--- src/rtl/posit_pkg.sv ---
`timescale 1ns/1ps
// Shared types for the posit add/sub scheduler: operand width, operand type and FSM states.
package posit_pkg;
  localparam int POSIT_W = 8;

  typedef logic [POSIT_W-1:0] posit_t;

  typedef enum logic [1:0] {
    IDLE = 2'd0,
    WAIT = 2'd1,
    RESP = 2'd2
  } sched_state_e;
endpackage

--- src/rtl/rr_arbiter.sv ---
`timescale 1ns/1ps
// Combinational round-robin arbiter: grants the first set request at or after ptr,
// wrapping past N-1 with an explicit compare so non-power-of-two N works.
module rr_arbiter #(
  parameter int N  = 2,
  parameter int IW = $clog2(N)
) (
  input  logic [N-1:0]  req,
  input  logic [IW-1:0] ptr,
  output logic [N-1:0]  gnt,
  output logic [IW-1:0] idx
);
  always_comb begin
    int j;
    j   = 0;
    gnt = '0;
    idx = '0;
    // Walk from the farthest offset down so the nearest valid requester wins last.
    for (int k = N - 1; k >= 0; k--) begin
      j = int'(ptr) + k;
      if (j >= N) j = j - N;
      if (req[IW'(j)]) begin
        gnt          = '0;
        gnt[IW'(j)]  = 1'b1;
        idx          = IW'(j);
      end
    end
  end
endmodule

--- src/rtl/posit_addsub_sched.sv ---
`timescale 1ns/1ps
// Shares one external posit add/sub datapath between N_REQ requesters: round-robin accept,
// hold operands for DP_LATENCY cycles, capture the result, return it to the issuer.
module posit_addsub_sched
  import posit_pkg::*;
#(
  parameter int N_REQ      = 2,
  parameter int DP_LATENCY = 1
) (
  input  logic                       clk,
  input  logic                       rst_n,
  input  logic [N_REQ-1:0]           req_valid,
  output logic [N_REQ-1:0]           req_ready,
  input  logic [POSIT_W*N_REQ-1:0]   req_posit1,
  input  logic [POSIT_W*N_REQ-1:0]   req_posit2,
  input  logic [N_REQ-1:0]           req_add_sub,
  output logic [N_REQ-1:0]           rsp_valid,
  input  logic [N_REQ-1:0]           rsp_ready,
  output logic [POSIT_W-1:0]         rsp_result,
  output logic [POSIT_W-1:0]         dp_posit1,
  output logic [POSIT_W-1:0]         dp_posit2,
  output logic                       dp_add_sub,
  input  logic [POSIT_W-1:0]         dp_result,
  output logic                       busy
);
  localparam int IW = $clog2(N_REQ);
  localparam int CW = (DP_LATENCY > 1) ? $clog2(DP_LATENCY) : 1;
  localparam logic [CW-1:0] LAST_CNT = CW'(DP_LATENCY - 1);
  localparam logic [IW-1:0] LAST_ID  = IW'(N_REQ - 1);

  sched_state_e     state_reg;
  logic [IW-1:0]    ptr_reg;
  logic [IW-1:0]    id_reg;
  logic [CW-1:0]    cnt_reg;
  posit_t           res_reg;
  posit_t           dp_posit1_reg;
  posit_t           dp_posit2_reg;
  logic             dp_add_sub_reg;
  logic [N_REQ-1:0] rsp_valid_reg;

  logic [N_REQ-1:0] gnt;
  logic [IW-1:0]    gnt_idx;
  logic             accept;
  posit_t           op1_arr [N_REQ];
  posit_t           op2_arr [N_REQ];

  genvar gi;
  generate
    for (gi = 0; gi < N_REQ; gi++) begin : g_unpack
      assign op1_arr[gi] = req_posit1[gi*POSIT_W +: POSIT_W];
      assign op2_arr[gi] = req_posit2[gi*POSIT_W +: POSIT_W];
    end
  endgenerate

  rr_arbiter #(
    .N (N_REQ),
    .IW(IW)
  ) u_arb (
    .req(req_valid),
    .ptr(ptr_reg),
    .gnt(gnt),
    .idx(gnt_idx)
  );

  // rst_n gates the grant so req_ready is low throughout reset, not just after it.
  assign req_ready  = (state_reg == IDLE && rst_n) ? gnt : '0;
  assign accept     = (state_reg == IDLE) && (|gnt);
  assign rsp_valid  = rsp_valid_reg;
  assign rsp_result = res_reg;
  assign dp_posit1  = dp_posit1_reg;
  assign dp_posit2  = dp_posit2_reg;
  assign dp_add_sub = dp_add_sub_reg;
  assign busy       = (state_reg != IDLE);

  always_ff @(posedge clk or negedge rst_n) begin
    if (!rst_n) begin
      state_reg      <= IDLE;
      ptr_reg        <= '0;
      id_reg         <= '0;
      cnt_reg        <= '0;
      res_reg        <= '0;
      dp_posit1_reg  <= '0;
      dp_posit2_reg  <= '0;
      dp_add_sub_reg <= 1'b0;
      rsp_valid_reg  <= '0;
    end else begin
      case (state_reg)
        IDLE: begin
          if (accept) begin
            dp_posit1_reg  <= op1_arr[gnt_idx];
            dp_posit2_reg  <= op2_arr[gnt_idx];
            dp_add_sub_reg <= req_add_sub[gnt_idx];
            id_reg         <= gnt_idx;
            cnt_reg        <= LAST_CNT;
            state_reg      <= WAIT;
          end
        end
        WAIT: begin
          if (cnt_reg == '0) begin
            res_reg       <= dp_result;
            rsp_valid_reg <= N_REQ'(1) << id_reg;
            state_reg     <= RESP;
          end else begin
            cnt_reg <= cnt_reg - 1'b1;
          end
        end
        RESP: begin
          if (rsp_ready[id_reg]) begin
            rsp_valid_reg <= '0;
            ptr_reg       <= (id_reg == LAST_ID) ? '0 : id_reg + 1'b1;
            state_reg     <= IDLE;
          end
        end
        default: state_reg <= IDLE;
      endcase
    end
  end
endmodule

--- config.mk ---
export PLATFORM = sky130hd
export DESIGN_NAME = posit_addsub_sched
export DESIGN_NICKNAME = d
export VERILOG_FILES = /design/src/rtl/posit_pkg.sv /design/src/rtl/rr_arbiter.sv /design/src/rtl/posit_addsub_sched.sv
export SDC_FILE = /design/constraint.sdc
export NUM_CORES = 1
export LEC_CHECK = 0
export ABC_AREA = 1
export CORE_ASPECT_RATIO = 1.5
export CORE_UTILIZATION = 39
export CTS_CLUSTER_DIAMETER = 80
export DETAILED_ROUTE_END_ITERATION = 8
export PLACE_DENSITY_LB_ADDON = 0.05
export SLEW_MARGIN = 10
export SYNTH_ARGS = -nofsm -noshare
export SYNTH_HDL_FRONTEND = slang
export SYNTH_SLANG_ARGS = --single-unit
--- constraint.sdc ---
create_clock -name clk -period 2.05 [get_ports clk]
set_input_delay 0.615 -clock clk [delete_from_list [all_inputs] [get_ports clk]]
set_output_delay 0.615 -clock clk [all_outputs]
set_load 0.005 [all_outputs]
==> flow_metrics.py <==
metrics = {
    "run_status": {
        "status": "complete, no violations",
    },
    "detailed_routing": {
        "dr.pass1.iters": 3,
        "ant_nets": 0,
        "num_vias": 1050,
        "drt-wirelength-per-cell_um": 10.9,
        "dr_wl_met2_mm": 1.41,
        "route.detailed.drc": 0,
        "met1_length_mm": 1.07,
        "met3_length_um": 171,
        "top_layer_used": "met4",
        "viasPerCell": 4.29,
        "drt-total-wl_mm": 2.68,
        "drt_iter0_drc": 6,
    },
    "synthesis": {
        "yosys_warnings": 0,
        "synth_top_family_by_area": "simple AND/OR/NAND/NOR gates",
        "synthArstFlopShare_pct": 100,
        "synth_compound_area_share_pct": 0.386,
        "synth_fa_ha_area_share_pct": 0,
        "syn_area_mm2": 0.00130,
        "synth_top_area_cell": "dfrtp_1",
        "yosys.area_share.simple_pct": 33.5,
        "synth_edf_count": 0,
        "muxShareOfSynthArea_pct": 0,
        "synth_area_leaders": "dfrtp_1, nor2_2, nand2_1, nor2_1, buf_12",
        "synth_top_area_share_pct": 59.8,
        "synth_xor_area_share_pct": 0,
        "syn_nets": 187,
        "synth_seq_cells": 31,
        "synth.distinct_cells": 15,
        "synth_cells": 139,
        "synth-seq-area-share_pct": 59.8,
        "yosysMostFrequentCell": "nand2_1",
        "synth.top_cells.by_count": "nand2_1, dfrtp_1, nor2_1",
        "ys.flop_type": "dfrtp_1",
        "synth.avg_cell_area_um2": 9.33,
    },
    "layout": {
        "final_core_util_pct": 63.6,
        "n_antenna_cell": 0,
        "fin_cells": 245,
        "area_delta_synth_final_pct": 55.0,
        "nets": 252,
        "drive_above_1_share_pct": 20.0,
    },
    "timing": {
        "fmax_mhz": 503,
        "finalSetupViolations": 0,
        "rsz0062_at_grt": "false",
        "layout_setup_ws_ns": 0.0633,
        "hold_violations": 0,
        "finalClockSkew_ns": 0.00182,
        "finalMaxSlewViolations": 0,
        "period_minus_slack_ns": 1.99,
        "period_share_pct": 96.9,
        "hold_slack_ns": 0.476,
    },
    "global_route": {
        "grt_max_degree": 32,
        "grt_pass1_wl_mm": 4.62,
        "track_usage_pct": 17.0,
        "grt_overflow": 0,
        "antenna_found_initial": 0,
        "grt_pass1_vias": 1087,
    },
    "die": {
        "fp-row-count": 25,
        "start_util_pct": 41.0,
        "die_h_um": 72.6,
        "die-area_mm2": 0.00356,
        "core_mm2": 0.00316,
        "fp.dieW_um": 49.1,
        "ios": 78,
    },
    "placement": {
        "dp.final_hpwl_mm": 2.03,
        "dp.cells": 236,
        "port_buffers": 58,
        "gp_congestion": 0.754,
        "dp_slack_ns": -0.475,
    },
    "pwr": {
        "leakagePower_nw": 0.921,
        "ir_drop_mv": 0.827,
        "powerDensity_mw_per_mm2": 1380,
    },
    "clock_network": {
        "clkSlewWorstSetupHoldPaths_ns": 0.06,
        "clock_path_buffers": 2,
        "cts_tree": "done",
        "h-tree-depth": 2,
        "cts.sinks": 31,
        "hold_buffers": 0,
        "root_buffer": "clkbuf_8",
        "clock_latency_ns": 0.27,
        "cts_buffers": 5,
    },
    "min_path": {
        "min_path_cells": 2,
        "hold_start": "rsp_result[2]$_DFFE_PN0P_",
        "hp-class": "reg2reg",
        "min_to": "rsp_result[2]$_DFFE_PN0P_",
    },
    "setup_path": {
        "arrival_ns": 1.37,
        "cp_top_family": "buffers and inverters",
        "path_cells": "clkdlybuf4s50_1 -> inv_1 -> nor2_2 -> buf_2",
        "max_stage_delay_ns": 0.50,
        "crit_buf_inv": 3,
        "r2r_end": "dp_posit1[6]$_DFFE_PN0P_",
        "cpMaxStageDelayCell": "clkdlybuf4s50_1",
        "r2r_cells": 7,
        "crit_fanout": 2,
        "cp_data_required_time_ns": 1.43,
        "endpoint_kind": "primary output",
        "path_class": "in2out",
        "start_kind": "input port",
        "rrSetupSlack_ns": 0.66,
        "crit-reg2reg-launch": "state_reg[0]$_DFFE_PN0P_",
    },
    "run": {
        "timing.max_cap.violations": 0,
    },
}
## worst max-delay path by stage
stage          depth (start not counted)  slack, ns           end                startpoint
6_report                               4       0.06  req_ready[0]                     rst_n
3_3_place_gp                           6      -0.50  req_ready[0]              req_valid[0]
4_1_cts                                4       0.03  req_ready[0]                     rst_n
5_1_grt                                3      0.005          busy  state_reg[0]$_DFFE_PN0P_
3_5_place_dp                           6      -0.48  req_ready[0]              req_valid[0]
2_1_floorplan                          5       0.30  req_ready[0]              req_valid[0]
## tightest hold or removal path: cells and delay by family, from the launching register on
kind / cells / cell delay [ns]
DFF: 1 / 0.34
and+or+nand+nor: 2 / 0.10
## stage by stage
step | total power, mW | TNS [ns] | instance area [um2]
after floorplan | 1.61 | 0 | 1300
after global placement | 2.25 | -0.498 | 1910
after detailed placement | 2.29 | -0.475 | 1910
after CTS | 2.81 | 0 | 2010
after global routing | 2.99 | 0 | 2010
final | 2.76 | 0 | 2010
## cells in the final DEF (no fill, tap or decap)
cell type,netlist,routed
dfrtp_1,31,31
inv_8,1,1
nor2_2,26,27
buf_4,1,4
dlygate4sd2_1,0,1
buf_2,1,1
clkinv_1,1,1
nand2_4,1,1
nand3_1,4,4
nor2_1,30,29
o21ai_0,1,1
clkbuf_8,0,7
clkdlybuf4s50_1,0,56
clkbuf_1,0,1
conb_1,1,1
inv_1,5,5
nand2_1,34,34
## area by class of cell
type / count / area (um2)
clock buffers: 8 / 100
well taps: 40 / 50.0
inverters: 7 / 33.8
fillers: 278 / 1150
flip-flops and latches: 31 / 776
repair buffers: 62 / 604
multi-input cells: 97 / 445
## report_power, final
part	switching [mW]	total [mW]	leakage (nW)	internal, mW
combinational	0.510	1.21	0.506	0.700
sequential	0.160	1.05	0.363	0.891
clock	0.197	0.503	0.0515	0.306
total	0.867	2.76	0.921	1.90
## logic make-up after synthesis
logic type             count (synthesis)
AND/OR/NAND/NOR                       95
other                                  1
flip-flops                            31
AO/OA/AOI/OAI                          1
buffers and inverters                 11
## metal layers
metal	up-vias	track usage (%)
li1	542	-
met1	464	18.4
met2	39	30.6
met3	5	6.04
met4	0	5.23
met5	-	0
## what timing repair did
action | in CTS | in global routing
setup buffers | 1 | 0
endpoints found under the setup margin | 1 | 0
gates resized for setup | 6 | 0
(Power assumes the default switching activity.)
